$ cat src/rtl/jpeg_cmd_pkg.sv
`default_nettype none
// ============================================================================
// Module      : jpeg_cmd_pkg
// Description : Opcodes, command field positions, FSM states and error codes
//               shared by the JPEG command sequencer.
// Revision    : 1.0 - initial release
// ============================================================================
package jpeg_cmd_pkg;

    localparam int OPCODE_MSB = 15;
    localparam int OPCODE_LSB = 12;
    localparam int LEN_MSB    = 11;
    localparam int LEN_LSB    = 0;
    localparam int LEN_W      = LEN_MSB - LEN_LSB + 1;

    localparam logic [3:0] OP_DECODE     = 4'h1;
    localparam logic [3:0] OP_SOFT_RESET = 4'h2;
    localparam logic [3:0] OP_STATUS     = 4'h3;

    localparam logic [1:0] ERR_NONE     = 2'd0;
    localparam logic [1:0] ERR_BAD_OP   = 2'd1;
    localparam logic [1:0] ERR_OVERFLOW = 2'd2;
    localparam logic [1:0] ERR_TIMEOUT  = 2'd3;

    typedef enum logic [2:0] {
        ST_IDLE   = 3'd0,
        ST_SRST   = 3'd1,
        ST_STREAM = 3'd2,
        ST_DRAIN  = 3'd3,
        ST_ERROR  = 3'd4
    } state_t;

endpackage
`default_nettype wire

$ cat src/rtl/sequencer_byte_fifo.sv
`default_nettype none
// ============================================================================
// Module      : sequencer_byte_fifo
// Description : First-word-fall-through byte FIFO with wrap-bit pointers;
//               push while full is accepted only alongside a pop.
// Revision    : 1.0 - initial release
// ============================================================================
module sequencer_byte_fifo #(
    parameter int FIFO_DEPTH = 4
) (
    input  logic       clk,
    input  logic       rst,
    input  logic       push,
    input  logic       pop,
    input  logic       flush,
    input  logic [7:0] wr_data,
    output logic       full,
    output logic       empty,
    output logic [7:0] head
);

    localparam int c_aw = $clog2(FIFO_DEPTH);

    logic [c_aw:0] r_wr_ptr;
    logic [c_aw:0] r_rd_ptr;
    logic [7:0]    r_mem [FIFO_DEPTH];
    logic          w_do_push;
    logic          w_do_pop;

    assign empty     = (r_wr_ptr == r_rd_ptr);
    assign full      = (r_wr_ptr[c_aw] != r_rd_ptr[c_aw]) &&
                       (r_wr_ptr[c_aw-1:0] == r_rd_ptr[c_aw-1:0]);
    assign w_do_pop  = pop && !empty;
    assign w_do_push = push && (!full || w_do_pop);
    assign head      = r_mem[r_rd_ptr[c_aw-1:0]];

    always_ff @(posedge clk) begin
        if (rst || flush) begin
            r_wr_ptr <= '0;
            r_rd_ptr <= '0;
        end else begin
            if (w_do_push) r_wr_ptr <= r_wr_ptr + 1'b1;
            if (w_do_pop)  r_rd_ptr <= r_rd_ptr + 1'b1;
        end
    end

    // On a full push+pop the write lands in the slot being popped this cycle.
    always_ff @(posedge clk) begin
        if (w_do_push) r_mem[r_wr_ptr[c_aw-1:0]] <= wr_data;
    end

endmodule
`default_nettype wire

$ cat src/rtl/jpeg_cmd_sequencer.sv
`default_nettype none
// ============================================================================
// Module      : jpeg_cmd_sequencer
// Description : Dispatches parser commands, packs payload bits MSB-first into
//               bytes for the decoder and tracks completion and errors.
//               Optional stall watchdog enabled by defining TIMEOUT_EN.
// Revision    : 1.0 - initial release
// ============================================================================
module jpeg_cmd_sequencer
    import jpeg_cmd_pkg::*;
#(
    parameter int COMMAND_WIDTH   = 16,
    parameter int LEN_SHIFT       = 4,
    parameter int FIFO_DEPTH      = 4,
    parameter int SOFT_RST_CYCLES = 4,
    parameter int TIMEOUT_CYCLES  = 65535
) (
    input  logic                     clk,
    input  logic                     rst,
    input  logic [COMMAND_WIDTH-1:0] cmd,
    input  logic                     cmd_valid,
    input  logic                     bit_in,
    input  logic                     bit_valid,
    output logic [7:0]               byte_out,
    output logic                     byte_valid,
    input  logic                     byte_ready,
    output logic                     dec_start,
    output logic                     dec_soft_rst,
    input  logic                     dec_done,
    output logic                     busy,
    output logic                     done,
    output logic                     status_pulse,
    output logic [1:0]               err
);

    localparam int c_rem_w  = LEN_W + LEN_SHIFT + 1;
    localparam int c_srst_w = (SOFT_RST_CYCLES > 1) ? $clog2(SOFT_RST_CYCLES) : 1;

    state_t              r_state;
    logic [c_rem_w-1:0]  r_remaining;
    logic [2:0]          r_bit_cnt;
    logic [7:0]          r_shift;
    logic [c_srst_w-1:0] r_srst_cnt;
    logic                r_done_seen;

    logic [3:0]          w_opcode;
    logic [c_rem_w-1:0]  w_len_bytes;
    logic [7:0]          w_byte;
    logic                w_push_req;
    logic                w_pop;
    logic                w_flush;
    logic                w_fifo_full;
    logic                w_fifo_empty;
    logic [7:0]          w_head;
    logic                w_timeout;

    assign w_opcode    = cmd[OPCODE_MSB:OPCODE_LSB];
    assign w_len_bytes = (c_rem_w'(cmd[LEN_MSB:LEN_LSB]) + c_rem_w'(1)) << LEN_SHIFT;
    assign w_byte      = {r_shift[6:0], bit_in};
    assign w_push_req  = (r_state == ST_STREAM) && bit_valid && (r_bit_cnt == 3'd7);
    assign w_flush     = (r_state == ST_ERROR) || (r_state == ST_SRST);
    assign byte_valid  = !w_fifo_empty && !w_flush;
    assign byte_out    = byte_valid ? w_head : 8'h00;
    assign w_pop       = byte_valid && byte_ready;
    assign busy        = (r_state != ST_IDLE);

    sequencer_byte_fifo #(
        .FIFO_DEPTH (FIFO_DEPTH)
    ) u_fifo (
        .clk     (clk),
        .rst     (rst),
        .push    (w_push_req),
        .pop     (w_pop),
        .flush   (w_flush),
        .wr_data (w_byte),
        .full    (w_fifo_full),
        .empty   (w_fifo_empty),
        .head    (w_head)
    );

`ifdef TIMEOUT_EN
    logic [15:0] r_wdog;
    logic        w_stalled;

    assign w_stalled = ((r_state == ST_STREAM) && !bit_valid) ||
                       ((r_state == ST_DRAIN) && !w_pop && !r_done_seen && !dec_done);
    assign w_timeout = w_stalled && (r_wdog == 16'(TIMEOUT_CYCLES - 1));

    always_ff @(posedge clk) begin
        if (rst || !w_stalled) r_wdog <= '0;
        else                   r_wdog <= r_wdog + 1'b1;
    end
`else
    logic [31:0] w_unused_timeout;
    assign w_unused_timeout = TIMEOUT_CYCLES;
    assign w_timeout        = 1'b0;
`endif

    always_ff @(posedge clk) begin
        if (rst) begin
            r_state      <= ST_IDLE;
            r_remaining  <= '0;
            r_bit_cnt    <= '0;
            r_shift      <= '0;
            r_srst_cnt   <= '0;
            r_done_seen  <= 1'b0;
            dec_start    <= 1'b0;
            dec_soft_rst <= 1'b0;
            done         <= 1'b0;
            status_pulse <= 1'b0;
            err          <= ERR_NONE;
        end else begin
            dec_start    <= 1'b0;
            done         <= 1'b0;
            status_pulse <= 1'b0;
            case (r_state)
                ST_IDLE: begin
                    if (cmd_valid) begin
                        case (w_opcode)
                            OP_DECODE: begin
                                r_remaining <= w_len_bytes;
                                r_bit_cnt   <= '0;
                                r_done_seen <= 1'b0;
                                dec_start   <= 1'b1;
                                r_state     <= ST_STREAM;
                            end
                            OP_SOFT_RESET: begin
                                r_srst_cnt   <= '0;
                                dec_soft_rst <= 1'b1;
                                err          <= ERR_NONE;
                                r_state      <= ST_SRST;
                            end
                            OP_STATUS: status_pulse <= 1'b1;
                            default: begin
                                err     <= ERR_BAD_OP;
                                r_state <= ST_ERROR;
                            end
                        endcase
                    end
                end
                ST_SRST: begin
                    if (r_srst_cnt == c_srst_w'(SOFT_RST_CYCLES - 1)) begin
                        dec_soft_rst <= 1'b0;
                        r_state      <= ST_IDLE;
                    end else begin
                        r_srst_cnt <= r_srst_cnt + 1'b1;
                    end
                end
                ST_STREAM: begin
                    if (dec_done) r_done_seen <= 1'b1;
                    if (bit_valid) begin
                        r_shift   <= w_byte;
                        r_bit_cnt <= r_bit_cnt + 3'd1;
                        if (w_push_req) begin
                            if (w_fifo_full && !w_pop) begin
                                err     <= ERR_OVERFLOW;
                                r_state <= ST_ERROR;
                            end else begin
                                r_remaining <= r_remaining - 1'b1;
                                if (r_remaining == c_rem_w'(1)) r_state <= ST_DRAIN;
                            end
                        end
                    end else if (w_timeout) begin
                        err     <= ERR_TIMEOUT;
                        r_state <= ST_ERROR;
                    end
                end
                ST_DRAIN: begin
                    if (w_fifo_empty && (r_done_seen || dec_done)) begin
                        done        <= 1'b1;
                        r_done_seen <= 1'b0;
                        r_state     <= ST_IDLE;
                    end else begin
                        if (dec_done) r_done_seen <= 1'b1;
                        if (w_timeout) begin
                            err     <= ERR_TIMEOUT;
                            r_state <= ST_ERROR;
                        end
                    end
                end
                ST_ERROR: begin
                    if (cmd_valid && (w_opcode == OP_SOFT_RESET)) begin
                        r_srst_cnt   <= '0;
                        dec_soft_rst <= 1'b1;
                        err          <= ERR_NONE;
                        r_state      <= ST_SRST;
                    end
                end
                default: r_state <= ST_IDLE;
            endcase
        end
    end

endmodule
`default_nettype wire

$ cat config.mk
export PLATFORM = sky130hd
export DESIGN_NAME = jpeg_cmd_sequencer
export DESIGN_NICKNAME = d
export VERILOG_FILES = /design/src/rtl/jpeg_cmd_pkg.sv /design/src/rtl/sequencer_byte_fifo.sv /design/src/rtl/jpeg_cmd_sequencer.sv
export SDC_FILE = /design/constraint.sdc
export NUM_CORES = 1
export LEC_CHECK = 0
export ABC_AREA = 1
export CAP_MARGIN = 20
export CORE_MARGIN = 2
export CORE_UTILIZATION = 45
export DETAILED_ROUTE_END_ITERATION = 10
export GPL_TIMING_DRIVEN = 1
export PLACE_DENSITY_LB_ADDON = 0.2
export SETUP_SLACK_MARGIN = 0.15
export SYNTH_ARGS = -nofsm -noshare
export SYNTH_HDL_FRONTEND = slang
export SYNTH_HIERARCHICAL = 1
export SYNTH_SLANG_ARGS = --single-unit
$ cat constraint.sdc
create_clock -name clk -period 5.3 [get_ports clk]
set_input_delay 0.795 -clock clk [delete_from_list [all_inputs] [get_ports clk]]
set_output_delay 0.795 -clock clk [all_outputs]
set_load 0.01 [all_outputs]
* Yosys cells after proc, flatten, opt, wreduce, memory -nomap -nowiden
Memories as Yosys holds them, arrays and structs flattened. A register that Yosys moved wholly into a read port is not among the register bits.
Cells that the tools add are included.
** Cells by class
- $add $sub $neg :: 6
- Bitwise gates (word level) :: 3
- Reductions and logical operators :: 35
- Mux-type cells :: 49
- Eq/ne operators :: 27
** Operators with widths (number)
- 2-to-1 mux 17 bit :: 5
- one-hot mux 17 bit (2 select lines) :: 1
- 2-to-1 mux 3 bit :: 11
- 2-to-1 mux 2 bit :: 10
- equality test 17 x 1 -> 1 bit (second input constant) :: 1
- subtractor 17 x 1 -> 17 bit (second input constant) :: 1
- != test 2 bit (second input constant) :: 8
- one-hot mux 3 bit (5 select lines) :: 1
- adder 12 x 1 -> 13 bit (second input constant) :: 1
- 2-to-1 mux 1 bit :: 13
- one-hot mux 2 bit (3 select lines) :: 2
- nonzero test 3 bit :: 4
- logical AND 1 bit :: 10
- != test 2 x 1 -> 1 bit (second input constant) :: 5
- AND reduction 5 bit :: 2
- adder 3 x 1 -> 3 bit (second input constant) :: 3
- one-hot mux 3 bit (3 select lines) :: 1
- equality test 4 x 2 -> 1 bit (second input constant) :: 2
- 2-to-1 mux 8 bit :: 1
- AND reduction 8 bit :: 1
- AND reduction 7 bit :: 1
- equality test 3 x 2 -> 1 bit (second input constant) :: 2
- equality test 3 bit (second input constant) :: 2
- one-hot mux 1 bit (3 select lines) :: 2
- 21 further kinds :: 30
** Storage, ports and cells
- Bits of input ports :: 23
- Logic and storage cells :: 134
- Output and inout port bits :: 16
- Memories :: 1
- Bits in registers :: 45
- RAM bits :: 32
** Memories
- u_fifo.r_mem :: words 4, width 8, rd ports 1, clocked after memory_dff 1, write ports 1, RTL line sequencer_byte_fifo.sv:26 : logic [7:0] r_mem [FIFO_DEPTH];

* Logic depth before layout (Yosys ltp)
Gate-level depths: netlist (run 1).
- Word-level depth :: 11
- Mapped depth :: 14
- Mapped depth without buffers :: 14

* Cells and area by module
The synthesis (run 1) kept the hierarchy.
** By module, submodules not included
- jpeg_cmd_sequencer :: area each 2572.5 um^2, cells an instance 421, sequential area each 780.7 um^2, instances 1
- sequencer_byte_fifo :: area each 1647.8 um^2, cells an instance 143, sequential area each 1121.1 um^2, instances 1

* Least setup slack after synthesis (run 1)
No wires, ideal clock.
- Path type :: input -> register
- Start point :: in bit_valid
- End point :: mem u_fifo.r_mem[0][0] (enable)
- Slack :: 3082 ps
- Setup time :: 371 ps
- Stages on the path :: 5
- Data required time :: 4929 ps
- Buffers on the path :: 1
- Arrival :: 1847 ps
- Cell sequence :: buf_2 > nand2_1 > nor2_1 > nand2_2 > nor2_1
** Between the ends
- Word-level cells in the longest chain between the ends :: 5
** Ends and longest elaborated chain
- start: declaration :: RTL line jpeg_cmd_sequencer.sv:23 : input logic bit_valid,
- logical AND 1 bit (2 in series) :: RTL line jpeg_cmd_sequencer.sv:60 : assign w_push_req = (r_state == ST_STREAM) && bit_valid && (r_bit_cnt == 3'd7);
- via w_push_req :: RTL line jpeg_cmd_sequencer.sv:49 : logic w_push_req;
- logical AND 1 bit :: RTL line sequencer_byte_fifo.sv:34 : assign w_do_push = push && (!full || w_do_pop);
- 2-to-1 mux 1 bit :: RTL line sequencer_byte_fifo.sv:49 : if (w_do_push) r_mem[r_wr_ptr[c_aw-1:0]] <= wr_data;
- 2-to-1 mux 1 bit (implied by the code) :: RTL line sequencer_byte_fifo.sv:49
- end: declaration :: RTL line sequencer_byte_fifo.sv:26
The timed path passes the listed nets, and every way through them passes these cells.

* Worst setup path after layout (run 1)
- Start point :: reg r_state[2]
- End point :: out byte_out[6]
** Between the ends
- Word-level cells in the longest chain between the ends :: 5
- Elaborated cells between the ends (all ways) :: 6
- Classes of those cells :: eq/ne: 2; mux: 1; reduce/logical: 3
** Ends and longest elaborated chain
- start: declaration :: RTL line jpeg_cmd_sequencer.sv:39 : state_t r_state;
- start signal: assignment :: RTL line jpeg_cmd_sequencer.sv:101 : r_state <= ST_IDLE;
- start signal: assignment :: RTL line jpeg_cmd_sequencer.sv:125 : r_state <= ST_STREAM;
- start signal: assignment :: RTL line jpeg_cmd_sequencer.sv:131 : r_state <= ST_SRST;
- equality test 3 bit / equality test 3 x 1 -> 1 bit (equally long branches) :: RTL line jpeg_cmd_sequencer.sv:61 : assign w_flush = (r_state == ST_ERROR) || (r_state == ST_SRST);
- logical OR 1 bit * :: RTL line jpeg_cmd_sequencer.sv:61
- via w_flush :: RTL line jpeg_cmd_sequencer.sv:51 : logic w_flush;
- zero test 1 bit * :: RTL line jpeg_cmd_sequencer.sv:62 : assign byte_valid = !w_fifo_empty && !w_flush;
- logical AND 1 bit * :: RTL line jpeg_cmd_sequencer.sv:62
- 2-to-1 mux 8 bit * :: RTL line jpeg_cmd_sequencer.sv:63 : assign byte_out = byte_valid ? w_head : 8'h00;
- end: declaration :: RTL line jpeg_cmd_sequencer.sv:24 : output logic [7:0] byte_out,
The timed path passes the listed nets; every way through them passes the cells marked *.

==> results.yml, run 1 <==
run_status:
  status: "finished clean"
setup_path:
  crit_arrival_ns: 2.41
  critPathLaunchType: "flip-flop"
  path_class: "reg2out"
  required_ns: 4.51
  end_kind: "primary output"
  reg2reg_depth: 6
  path_max_fanout: 9
  r2r_setup_slack_ns: 2.34
  worstReg2RegStart: "r_state[1]$_SDFFE_PP0P_"
  r2r_end: "u_fifo/r_mem[1][2]$_DFFE_PP_"
yosys:
  synthMuxAreaShare_pct: 0
  ys_ff_latch: 79
  yosys.area.top_type: "edfxtp_1"
  syn_inst: 564
  ys.flop_type: "dfxtp_1"
  async_flop_share_pct: 0
  synth_top_area_share_pct: 22.8
  synthTopCellsByArea: "edfxtp_1, dfxtp_1, nand2_1"
  yosys.area_share.adder_pct: 3.26
  synth_cell_type_count: 36
  synth_top_family_by_area: "simple AND/OR/NAND/NOR gates"
  synth_xor_area_share_pct: 2.67
  syn-cell-area_mm2: 0.00422
  seq_area_frac_synth_pct: 45.1
  syn_area_per_cell_um2: 7.48
  yosys_warnings: 6
  synth_edf_count: 32
  yosys.area_share.simple_pct: 30.4
  synth_compound_gate_area_share_pct: 10.9
  synth_nets: 598
floorplan:
  start_util_pct: 46.1
  die_y_um: 101
  core_area_mm2: 0.00915
  io_pins: 39
  num_rows: 35
  die_x_um: 101
  fp.dieArea_mm2: 0.0102
sta:
  worst_pin_slew_ns: 0.801
  slew_violations: 0
  max-slew-margin-rel_pct: 46.5
  min_period_over_period_pct: 60.4
  setup_viol_count_final: 0
  hold_violations: 0
  tns_ns: 0
  hold_slack_ns: 0.463
  fmax_mhz: 312
  period_minus_slack_ns: 3.20
  rsz0062_at_grt: "false"
  fin_skew_ns: 0.0119
global_routing:
  grt_max_degree: 36
  grt_pass1_vias: 3604
  grt_overflow: 0
  grt_pass1_wl_um: 16000
  antenna_found_initial: 0
  track_usage_pct: 20.0
clock_tree:
  cts_buffer_depth: 2
  postCtsSetupBuffers: 0
  cts_max_level: 3
  cts_hold_buffers: 0
  cts_tree: "yes"
  cts_root_buf: "clkbuf_8"
  path_clk_slew_ns: 0.09
  clock-sinks: 79
  cts_made_buffers: 9
  clkLatencyLatePin_ns: 0.35
  cts-resized-gates: 0
route:
  avgViaCountPerCell: 5.18
  wirelength_met1_um: 4390
  vias: 3707
  drc: 0
  postRouteAntennaNets: 0
  wl_met2_um: 4630
  wl_per_cell_um: 13.3
  first_pass_iters: 4
  dr_wl_met3_um: 253
  wirelength_um: 9480
  dr.max_layer_used: "met4"
  drtIter0Drc: 151
power_and_ir_drop:
  switchingPower_uw: 773
  powerDensity_mw_per_mm2: 391
  peakVddDrop_mv: 0.199
  pwr-share-seq_pct: 39.3
  clockPowerShare_pct: 21.8
  leakage_nw: 1.98
  switching_share_pct: 40.8
  combPwrFrac_pct: 38.9
  internal_power_mw: 1.12
min_path:
  hold_path_end: "r_srst_cnt[0]$_SDFFE_PP0P_"
  min_from: "r_srst_cnt[0]$_SDFFE_PP0P_"
  hold_depth: 1
  hold_class: "reg2reg"
place:
  dp_hpwl_um: 6940
  gp_congestion: 0.892
  portBuffers: 38
cells_and_area:
  diodes: 0
  fillCellCount: 918
  post-route-util_pct: 52.9
  seqCellArea_mm2: 0.00190
  multiInputGateArea_mm2: 0.00199
  area_growth_pct: 14.8
  drive_gt1_share_pct: 6.79
  finish.net_count: 633
flow_run:
  drv_cap: 0
[power by group through the flow]
stage	Combinational [mW]	Sequential [mW]	Clock, mW
3_3_place_gp	0.720	0.757	0
4_1_cts	0.739	0.744	0.421
2_1_floorplan	0.598	0.741	0
3_5_place_dp	0.735	0.757	0
6_report	0.737	0.745	0.414
5_1_grt	0.846	0.754	0.445
[cell usage in the layout, fill, tap and decap left out, types with 5 or more instances in the layout]
master,n
o21ai_1,9
o21ai_0,26
inv_2,7
ha_1,11
edfxtp_1,32
nand2_2,6
inv_1,57
nor3_1,5
o22ai_1,9
clkdlybuf4s50_1,38
nor2_1,97
a21oi_1,34
clkbuf_8,9
nand2_1,121
nand4_1,9
nand3_1,49
xor2_1,9
dfxtp_1,47
[synthesized netlist by cell type, types with 6 or more instances]
library cell	number
o22ai_1	9
edfxtp_1	32
inv_2	7
dfxtp_1	47
o21ai_1	9
o21ai_0	26
nand4_1	9
ha_1	11
nand2_2	6
inv_1	57
nand2_1	121
xor2_1	9
nand3_1	49
clkbuf_1	7
nor2_1	97
a21oi_1	34
[routing by layer]
| layer | up-vias | GRT usage (%) |
|---|---|---|
| met3 | 16 | 3.61 |
| met4 | 0 | 9.17 |
| met1 | 1714 | 24.2 |
| met2 | 64 | 34.5 |
| met5 | - | 0 |
| li1 | 1913 | - |
[sequential cells by signal (all words and copies together) (netlist names), named ones only]
signal           cells
r_state              3
dec_start            1
u_fifo/r_rd_ptr      3
r_srst_cnt           2
r_remaining         17
r_bit_cnt            3
dec_soft_rst         1
u_fifo/r_wr_ptr      3
status_pulse         1
r_shift              7
done                 1
u_fifo/r_mem        32
r_done_seen          1
err                  2
[through the flow]
step	power [mW]	worst slack (ns)	instances	cell area [um2]
final	1.90	2.10	715	4840
after global routing	2.05	1.88	715	4840
after CTS	1.90	2.09	715	4840
after detailed placement	1.49	2.20	699	4670
after global placement	1.48	2.30	699	4670
after floorplan	1.34	3.08	564	4220
[logic make-up (layout without fill, tap and decap cells)]
group,count (synthesis),in the layout
AND/OR/NAND/NOR,297,297
AO/OA/AOI/OAI,85,85
buffers and inverters,80,120
flip-flops,79,79
XOR/XNOR,12,12
adder cells (fa/ha/maj),11,11
[worst max-delay path: stages, from the launching register on]
cell	delay, ns
dfxtp_1	0.60
nor2_1	0.13
nand2_1	0.16
nand2_1	0.09
nor2_1	0.22
inv_1	0.20
nor2_1	0.13
clkdlybuf4s50_1	0.54
[cell type report]
cell class / instances / area share [%]
Clock buffer: 9 / 2.56
Clock inverter: 7 / 1.14
Inverter: 65 / 5.04
Multi-Input combinational cell: 405 / 41.1
Sequential cell: 79 / 39.3
Tap cell: 111 / 2.87
Timing Repair Buffer: 39 / 8.01
[worst max-delay path by stage]
stage | from | endpoint
2_1_floorplan | bit_valid | u_fifo/r_mem[0][0]$_DFFE_PP_
3_3_place_gp | bit_valid | u_fifo/r_mem[1][0]$_DFFE_PP_
3_5_place_dp | bit_valid | u_fifo/r_mem[1][4]$_DFFE_PP_
4_1_cts | r_state[2]$_SDFFE_PP0P_ | byte_out[7]
5_1_grt | r_state[2]$_SDFFE_PP0P_ | byte_out[6]
6_report | r_state[2]$_SDFFE_PP0P_ | byte_out[6]
No activity file was read; power rests on OpenSTA's default activity.
==> inputs of run 2 (changes only) <==
clock period = 3.1 ns   (was 5.3 ns; I/O delays follow)
==> run 2 against run 1 <==
  * Core utilization grew 0.36 points
  * Global-route usage fell by 1.1 points
  * Combinational power grew 72%
  * Via count is 0.67% lower
  * Sequential share of layout area shrank 0.24 points
  * Total power up 69%
  * Hold slack got worse by 0.0010 ns
  * Register-to-register slack got worse by 1.3 ns
  * Count of clock-buffer cells in the layout up 1
==> results.yml, run 2 (synthesized netlist as in run 1, its figures left out) <==
power_and_ir_drop:
  peakVddDrop_mv: 0.329
  clockPowerShare_pct: 20.4
  powerDensity_mw_per_mm2: 655
  switchingPower_mw: 1.28
  combPwrFrac_pct: 39.7
  switching_share_pct: 39.9
  pwr-share-seq_pct: 39.9
  internal_power_mw: 1.92
  leakage_nw: 2.01
sta:
  min_period_over_period_pct: 86.4
  period_minus_slack_ns: 2.68
  worst_pin_slew_ns: 0.539
  setup_ws_ns: 0.420
  max-slew-margin-rel_pct: 64.0
  tns_ns: 0
  fmax_mhz: 373
  setup_viol_count_final: 0
  rsz0062_at_grt: "false"
  fin_skew_ns: 0.0100
  slew_violations: 0
  hold_violations: 0
setup_path:
  crit_arrival_ns: 2.21
  end_kind: "primary output"
  path_max_fanout: 8
  critPathLaunchType: "flip-flop"
  r2r_setup_slack_ns: 1.03
  required_ns: 2.63
  path_class: "reg2out"
floorplan:
  fp.dieArea_mm2: 0.0102
  num_rows: 35
  io_pins: 39
  start_util_pct: 46.1
  die_y_um: 101
  core_area_mm2: 0.00915
  die_x_um: 101
route:
  postRouteAntennaNets: 0
  drc: 0
  avgViaCountPerCell: 5.11
  wirelength_um: 8930
  first_pass_iters: 5
  drtIter0Drc: 152
  vias: 3682
  wl_per_cell_um: 12.4
global_routing:
  antenna_found_initial: 0
  grt_max_degree: 32
  grt_overflow: 0
  grt_pass1_vias: 3462
  grt_pass1_wl_um: 15500
  track_usage_pct: 18.9
cells_and_area:
  largest_reg_flops: 32
  fillCellCount: 877
  final_cell_mix: "nand2_1, nor2_1, inv_1, nand3_1, dfxtp_1"
  diodes: 0
  finish.net_count: 639
  drive_gt1_share_pct: 7.70
  mostFrequentLayoutCell: "nand2_1"
  fin_area_mm2: 0.00488
  area_growth_pct: 15.6
clock_tree:
  cts_root_buf: "clkbuf_8"
  cts_hold_buffers: 0
  path_clk_slew_ns: 0.08
  cts_buffer_depth: 2
  clkLatencyLatePin_ns: 0.34
  clock-sinks: 79
  cts_max_level: 3
  cts_tree: "yes"
  postCtsSetupBuffers: 0
  cts-resized-gates: 0
  cts_made_buffers: 9
place:
  dp_slack_ns: 0.582
  gp_congestion: 0.889
  portBuffers: 38
  dp_hpwl_um: 6630
  dpl_cell_area_mm2: 0.00471
flow_run:
  drv_cap: 0
min_path:
  hold_class: "reg2reg"
run_status:
  status: "finished clean"
-- run 2: cell count changes in the layout (fill, tap and decap cells not counted), sizes merged --
cell	delta
buf	+6
clkbuf	+1
clkinv	+2
inv	-3
-- run 2: path summary, 6_finish.rpt --
kind              cells past startpoint                            start                            to
setup reg to reg                     13  u_fifo/r_wr_ptr[1]$_SDFFE_PP0P_  u_fifo/r_mem[3][0]$_DFFE_PP_
hold / removal                        1       r_srst_cnt[0]$_SDFFE_PP0P_    r_srst_cnt[0]$_SDFFE_PP0P_
hold reg to reg                       1       r_srst_cnt[0]$_SDFFE_PP0P_    r_srst_cnt[0]$_SDFFE_PP0P_
setup / recovery                      9  u_fifo/r_wr_ptr[1]$_SDFFE_PP0P_                   byte_out[1]
-- run 2: stage by stage --
step	power, mW	hold slack [ns]	cells	util (%)
after floorplan	2.29	0.432	564	-
after global placement	2.54	0.448	705	51.5
after detailed placement	2.56	0.453	705	51.5
after CTS	3.22	0.464	721	53.3
after global routing	3.49	0.487	721	53.3
final	3.20	0.462	721	53.3
-- run 2: critical path, stage by stage, from the launching register on --
cell	delay [ns]
dfxtp_1	0.40
inv_1	0.10
nand2_1	0.06
nand2_1	0.09
nand3_2	0.12
inv_1	0.08
nor2_1	0.24
inv_2	0.13
nor2_1	0.11
clkdlybuf4s50_1	0.54
-- run 2: layout make-up --
type / count / area, um2 / share of cell area (%)
Multi-Input combinational cell: 405 / 1990 / 40.9
Sequential cell: 79 / 1900 / 39.0
Timing Repair Buffer: 45 / 433 / 8.88
Inverter: 65 / 244 / 5.00
Tap cell: 111 / 139 / 2.85
Clock buffer: 10 / 128 / 2.62
Clock inverter: 6 / 37.5 / 0.770
-- run 2: power groups by stage --
stage | clock, mW | combinational (mW) | sequential [mW]
2_1_floorplan | 0 | 1.02 | 1.27
3_5_place_dp | 0 | 1.27 | 1.29
6_report | 0.653 | 1.27 | 1.27
4_1_cts | 0.676 | 1.27 | 1.27
3_3_place_gp | 0 | 1.25 | 1.29
5_1_grt | 0.721 | 1.48 | 1.29
-- run 2: metal layers --
metal  GRT usage (%)  routed length (um)  vias up
met5               0                   0        -
met1            24.0                4230     1671
met3            2.91                 280        9
met2            32.8                4350       68
li1                -                   -     1934
met4            6.32                  67        0
==> inputs of run 3 (changes only) <==
CORE_ASPECT_RATIO = 1.1   (was unset)
CTS_CLUSTER_DIAMETER = 30   (was unset)
==> run 3 against run 2 <==
  * Maximum frequency is 1.6% lower
  * Combinational power hardly changed
  * Sequential share of layout area is 0.054 points higher
  * Largest cell class unchanged
==> results.yml, run 3 (synthesized netlist as in run 1, its figures left out) <==
run_status:
  status: "finished clean"
clock_tree:
  clkLatencyLatePin_ns: 0.34
  cts_max_level: 3
  cts_buffer_depth: 2
  cts_hold_buffers: 0
  cts_tree: "yes"
  postCtsSetupBuffers: 0
  cts-resized-gates: 0
  clock-sinks: 79
  cts_root_buf: "clkbuf_8"
  path_clk_slew_ns: 0.08
  cts_made_buffers: 9
route:
  avgViaCountPerCell: 5.01
  drtIter0Drc: 126
  vias: 3624
  wl_per_cell_um: 12.6
  wirelength_um: 9100
  first_pass_iters: 5
  drc: 0
  postRouteAntennaNets: 0
  dr.max_layer_used: "met4"
  wl_met2_um: 4600
  dr_wl_met3_um: 220
  wirelength_met1_um: 4200
sta:
  min_period_over_period_pct: 87.9
  slew_violations: 0
  period_minus_slack_ns: 2.72
  fmax_mhz: 367
  hold_violations: 0
  max-slew-margin-rel_pct: 53.4
  fin_skew_ns: 0.00807
  tns_ns: 0
  rsz0062_at_grt: "false"
  worst_pin_slew_ns: 0.697
  setup_viol_count_final: 0
setup_path:
  crit_arrival_ns: 2.26
  cpMostUsedCell: "nor2_1"
  crit_path_cell_trace: "nor2_1 > nand2_1 > nand2_1 > nor2_1 > inv_2 > nor2_1 > clkdlybuf4s50_1"
  r2r_end: "u_fifo/r_mem[1][3]$_DFFE_PP_"
  cp_top_family: "buffers and inverters"
  end_kind: "primary output"
  worstReg2RegStart: "u_fifo/r_wr_ptr[1]$_SDFFE_PP0P_"
  crit_slowest_cell: "dfxtp_1"
  slowest_delay_ns: 0.58
  path_max_fanout: 9
  critPathBufInv: 2
  cp-endpoint: "byte_out[6]"
  crit_start: "r_state[2]$_SDFFE_PP0P_"
  required_ns: 2.63
  critPathLaunchType: "flip-flop"
  path_class: "reg2out"
  r2r_setup_slack_ns: 0.66
  path_depth: 7
  reg2reg_depth: 12
global_routing:
  antenna_found_initial: 0
  grt_pass1_wl_um: 15100
  grt_max_degree: 35
  grt_overflow: 0
  grt_pass1_vias: 3335
  track_usage_pct: 18.7
power_and_ir_drop:
  leakage_nw: 2.00
  powerDensity_mw_per_mm2: 664
  power_mw: 3.23
  peakVddDrop_mv: 0.329
floorplan:
  num_rows: 37
  io_pins: 39
  die_x_um: 96.3
  start_util_pct: 45.6
  core_area_mm2: 0.00926
  die_y_um: 106
  fp.dieArea_mm2: 0.0102
cells_and_area:
  post-route-util_pct: 52.6
  drive_gt1_share_pct: 7.26
  mostFrequentLayoutCell: "nand2_1"
  area_growth_pct: 15.3
  final_cell_mix: "nand2_1, nor2_1, inv_1, nand3_1, dfxtp_1"
  finish.net_count: 635
  fin_cells: 723
  diodes: 0
  largest_reg_flops: 32
place:
  portBuffers: 38
  gp_congestion: 0.873
  dp_hpwl_um: 6650
  placedCellCount: 707
min_path:
  hold_class: "reg2reg"
flow_run:
  drv_cap: 0
-- run 3: cell count changes in the layout (fill, tap and decap cells not counted), sizes merged --
| cell | previous run | this run |
|---|---|---|
| buf | 7 | 3 |
| clkinv | 5 | 3 |
| inv | 64 | 67 |
| clkbuf | 10 | 9 |
-- run 3: area by class of cell --
| cell class | instances | area (um2) |
|---|---|---|
| Inverter | 65 | 244 |
| Multi-Input combinational cell | 405 | 1990 |
| Fill cell | 907 | 4390 |
| Sequential cell | 79 | 1900 |
| Clock inverter | 7 | 55.1 |
| Tap cell | 117 | 146 |
| Timing Repair Buffer | 41 | 403 |
| Clock buffer | 9 | 124 |
-- run 3: worst reg2reg max path, stage by stage, from the launching register on --
cell     delay [ns]
dfxtp_1        0.41
inv_1          0.10
nand2_1        0.06
nand2_1        0.10
nand3_2        0.12
inv_1          0.08
inv_1          0.06
nand4_1        0.14
inv_1          0.14
inv_1          0.06
nand4_2        0.12
nand2_2        0.12
nor2_1         0.56
-- run 3: per-stage QoR --
stage	hold WS (ns)	setup slack, ns	area [um2]
after floorplan	0.432	0.953	4220
after global placement	0.449	0.422	4690
after detailed placement	0.457	0.285	4690
after CTS	0.467	0.291	4870
after global routing	0.474	0.175	4870
final	0.464	0.376	4870
-- run 3: power by group --
part           switching (mW)  internal, mW
registers               0.104          1.17
logic                   0.807         0.454
clock network           0.400         0.299
total                    1.31          1.92
-- run 3: worst min-delay path by stage --
stage / endpoint / startpoint / slack (ns) / cells past startpoint
final: err[1]$_SDFFE_PP0P_ / err[1]$_SDFFE_PP0P_ / 0.46 / 2
after global routing: err[1]$_SDFFE_PP0P_ / err[1]$_SDFFE_PP0P_ / 0.47 / 2
after CTS: err[1]$_SDFFE_PP0P_ / err[1]$_SDFFE_PP0P_ / 0.47 / 2
after detailed placement: err[1]$_SDFFE_PP0P_ / err[1]$_SDFFE_PP0P_ / 0.46 / 2
after global placement: r_srst_cnt[0]$_SDFFE_PP0P_ / r_srst_cnt[0]$_SDFFE_PP0P_ / 0.45 / 1
after floorplan: r_srst_cnt[0]$_SDFFE_PP0P_ / r_srst_cnt[0]$_SDFFE_PP0P_ / 0.43 / 1
-- run 3: routing by layer --
metal  up-vias  global-route usage [%]
met3         7                    2.36
met2        58                    32.8
met4         0                    5.73
li1       1922                       -
met1      1637                    23.7
met5         -                       0
==> RTL change, RTL diff (flow settings as in run 2) <==
Register the output `err` once more; this adds one clock of latency there. The other outputs are not delayed to match.
--- a/src/rtl/jpeg_cmd_sequencer.sv
+++ b/src/rtl/jpeg_cmd_sequencer.sv
@@ -36,6 +36,8 @@
     localparam int c_rem_w  = LEN_W + LEN_SHIFT + 1;
     localparam int c_srst_w = (SOFT_RST_CYCLES > 1) ? $clog2(SOFT_RST_CYCLES) : 1;
 
+    logic [1:0] err_s0;
+
     state_t              r_state;
     logic [c_rem_w-1:0]  r_remaining;
     logic [2:0]          r_bit_cnt;
@@ -108,7 +110,7 @@
             dec_soft_rst <= 1'b0;
             done         <= 1'b0;
             status_pulse <= 1'b0;
-            err          <= ERR_NONE;
+            err_s0       <= ERR_NONE;
         end else begin
             dec_start    <= 1'b0;
             done         <= 1'b0;
@@ -127,12 +129,12 @@
                             OP_SOFT_RESET: begin
                                 r_srst_cnt   <= '0;
                                 dec_soft_rst <= 1'b1;
-                                err          <= ERR_NONE;
+                                err_s0       <= ERR_NONE;
                                 r_state      <= ST_SRST;
                             end
                             OP_STATUS: status_pulse <= 1'b1;
                             default: begin
-                                err     <= ERR_BAD_OP;
+                                err_s0  <= ERR_BAD_OP;
                                 r_state <= ST_ERROR;
                             end
                         endcase
@@ -153,7 +155,7 @@
                         r_bit_cnt <= r_bit_cnt + 3'd1;
                         if (w_push_req) begin
                             if (w_fifo_full && !w_pop) begin
-                                err     <= ERR_OVERFLOW;
+                                err_s0  <= ERR_OVERFLOW;
                                 r_state <= ST_ERROR;
                             end else begin
                                 r_remaining <= r_remaining - 1'b1;
@@ -161,7 +163,7 @@
                             end
                         end
                     end else if (w_timeout) begin
-                        err     <= ERR_TIMEOUT;
+                        err_s0  <= ERR_TIMEOUT;
                         r_state <= ST_ERROR;
                     end
                 end
@@ -173,7 +175,7 @@
                     end else begin
                         if (dec_done) r_done_seen <= 1'b1;
                         if (w_timeout) begin
-                            err     <= ERR_TIMEOUT;
+                            err_s0  <= ERR_TIMEOUT;
                             r_state <= ST_ERROR;
                         end
                     end
@@ -182,7 +184,7 @@
                     if (cmd_valid && (w_opcode == OP_SOFT_RESET)) begin
                         r_srst_cnt   <= '0;
                         dec_soft_rst <= 1'b1;
-                        err          <= ERR_NONE;
+                        err_s0       <= ERR_NONE;
                         r_state      <= ST_SRST;
                     end
                 end
@@ -191,6 +193,10 @@
         end
     end
 
+    always_ff @(posedge clk) begin
+        err <= err_s0;
+    end
+
 endmodule
 `default_nettype wire
 
Formal check against the unedited RTL: not equivalent (Yosys sat finds a counterexample within 4 cycles, from zero or initial values and one cycle with rst high).
==> RTL change against run 2 <==
Sequential share of layout area down 0.67 points. Wire length up 8.4%. Maximum frequency down 2.3%. Area after synthesis up 3.8%. Hold slack worse by 0.11 ns. Total power up 20%. Non-clock buffer count down 4. Clock power up 21%. Design area up 3.8%. Sequential cell count up 2. Setup slack worse by 0.064 ns. Critical endpoint is now byte_out[5]. Register-to-register slack worse by 0.38 ns.
==> RTL change: results (changes against run 2) <==
Status: complete, no violations
First-pass GRT wire length: 16300 um (+5.2%)
Cell depth of the worst flop-to-flop path: 12 (-1)
Ys Warns: 6 (unchanged)
WL met3: 265 um (-5.4%)
Final Non-Filler Cells: 747 (+3.6%)
Worst r2r dst: u_fifo/r_mem[0][0]
Global Route Usage Sum: 19.8% (+0.91 points)
Register area share after synthesis: 44.3% (-0.73 points)
R2r setup slk: 0.65 ns (-0.38 ns)
Clk_lat worst skew: 0.35 ns
Syn nets: 605 (+1.2%)
Critical Path Source: r_state[1]
Met2 WL post-DR: 4780 um (+10%)
Top post-synthesis cells by count: nand2_1, nor2_1, inv_1
Static Leak: 2.04 nW (+1.4%)
Hpwl dp: 7170 um (+8.1%)
Dpl cell area: 4860 sq um (+3.2%)
Worst Hold Class: flip-flop to flip-flop
Postcts setup bufs: 0 (unchanged)
WHS Path Cells: 0 (-1)
Slew HR: 56.9% (-7.1 points)
CP arrival: 2.28 ns (+0.07 ns)
Largest net degree at the start of global routing: 28 (-13%)
Syn_area_per_cell: 7.67 sq um (+2.5%)
Starting DRT DRC Count: 134 (-12%)
FMAX: 0.364 GHz (-2.3%)
Port Buf Inserts: 38 (unchanged)
Total Nets Final: 643 (+0.63%)
Ant diodes: 0 (unchanged)
Peak supply drop: 0.325 mV (-1.2%)
Max reg flops: 32 (unchanged)
Crit path max fanout: 9 (+1)
Synth top area cells: dfxtp_1, edfxtp_1, nand2_1, nor2_1, nand3_1
Cts bufs inserted: 9 (unchanged)
Fill count: 921 (+5.0%)
Vias in the first global route: 3677 (+6.2%)
DR pass1 iterations: 4 (-1)
Drt wl/cell: 13.0 um (+4.7%)
Inst Count DP: 731 (+3.7%)
Clock skew: 0.00962 ns (-0.000387 ns)
Post-synth EDFFs: 32 (unchanged)
Post-CTS Resized: 0 (unchanged)
Pre-CTS WS: 0.438 ns (-0.144 ns)
Drt via density: 4.97 (-2.6%)
Hold_sp: err_s0[1]
Main flop type after synthesis: dfxtp_1
WL met1: 4390 um (+3.7%)
Cell variety after synth: 42 (+17%)
DR top layer: met4
Share of post-route cells with drive strength above 1: 10.3% (+2.6 points)
CP Capture Point: byte_out[5]
Placer Congestion: 0.879 (-1.1%)
Min-Delay Endpoint: err[1]
Clock Pin Slew Worst Setup and Hold Paths: 0.08 ns (about the same)
[RTL change: power by group]
group	total, mW	leakage (nW)	switching (mW)	internal [mW]
clock	0.792	0.0965	0.397	0.396
sequential	1.37	0.689	0.135	1.23
combinational	1.68	1.25	1.07	0.607
total	3.84	2.04	1.60	2.24
[RTL change: cell type report]
cell class / instances / area, sq um / area share (%)
clock buffer: 10 / 138 / 2.72
clock inverter: 6 / 66.3 / 1.31
inverter: 62 / 238 / 4.69
multi-input combinational: 414 / 2110 / 41.7
sequential: 81 / 1940 / 38.3
tap: 133 / 166 / 3.29
timing repair buffer: 41 / 403 / 7.96
[RTL change: kinds of logic after synthesis]
| kind of cell | after synthesis | synth area share [%] |
|---|---|---|
| buffers and inverters | 76 | 7.48 |
| adders and majority gates | 11 | 3.14 |
| xor gates and xnor gates | 9 | 1.97 |
| AOI/OAI and AO/OA | 84 | 10.9 |
| and+or+nand+nor | 310 | 32.1 |
| DFF | 81 | 44.3 |
[RTL change: metrics by stage]
| stage | hold WS [ns] | power, mW |
|---|---|---|
| after floorplan | 0.331 | 2.73 |
| after global placement | 0.342 | 3.04 |
| after detailed placement | 0.338 | 3.07 |
| after CTS | 0.356 | 3.86 |
| after global routing | 0.374 | 4.16 |
| final | 0.355 | 3.84 |
[RTL change: metal layers]
metal  up-vias  GRT usage [%]
met2        62           35.6
met1      1688           23.2
li1       1947              -
met5         -              0
met4         0           9.54
met3        19           2.58
[RTL change: critical path, stage by stage, from the launching register on]
cell	delay [ns]
dfxtp_1	0.50
inv_2	0.18
nand3_2	0.16
nand2_1	0.08
nor2_1	0.14
inv_1	0.18
nor2_1	0.14
clkdlybuf4s50_1	0.54
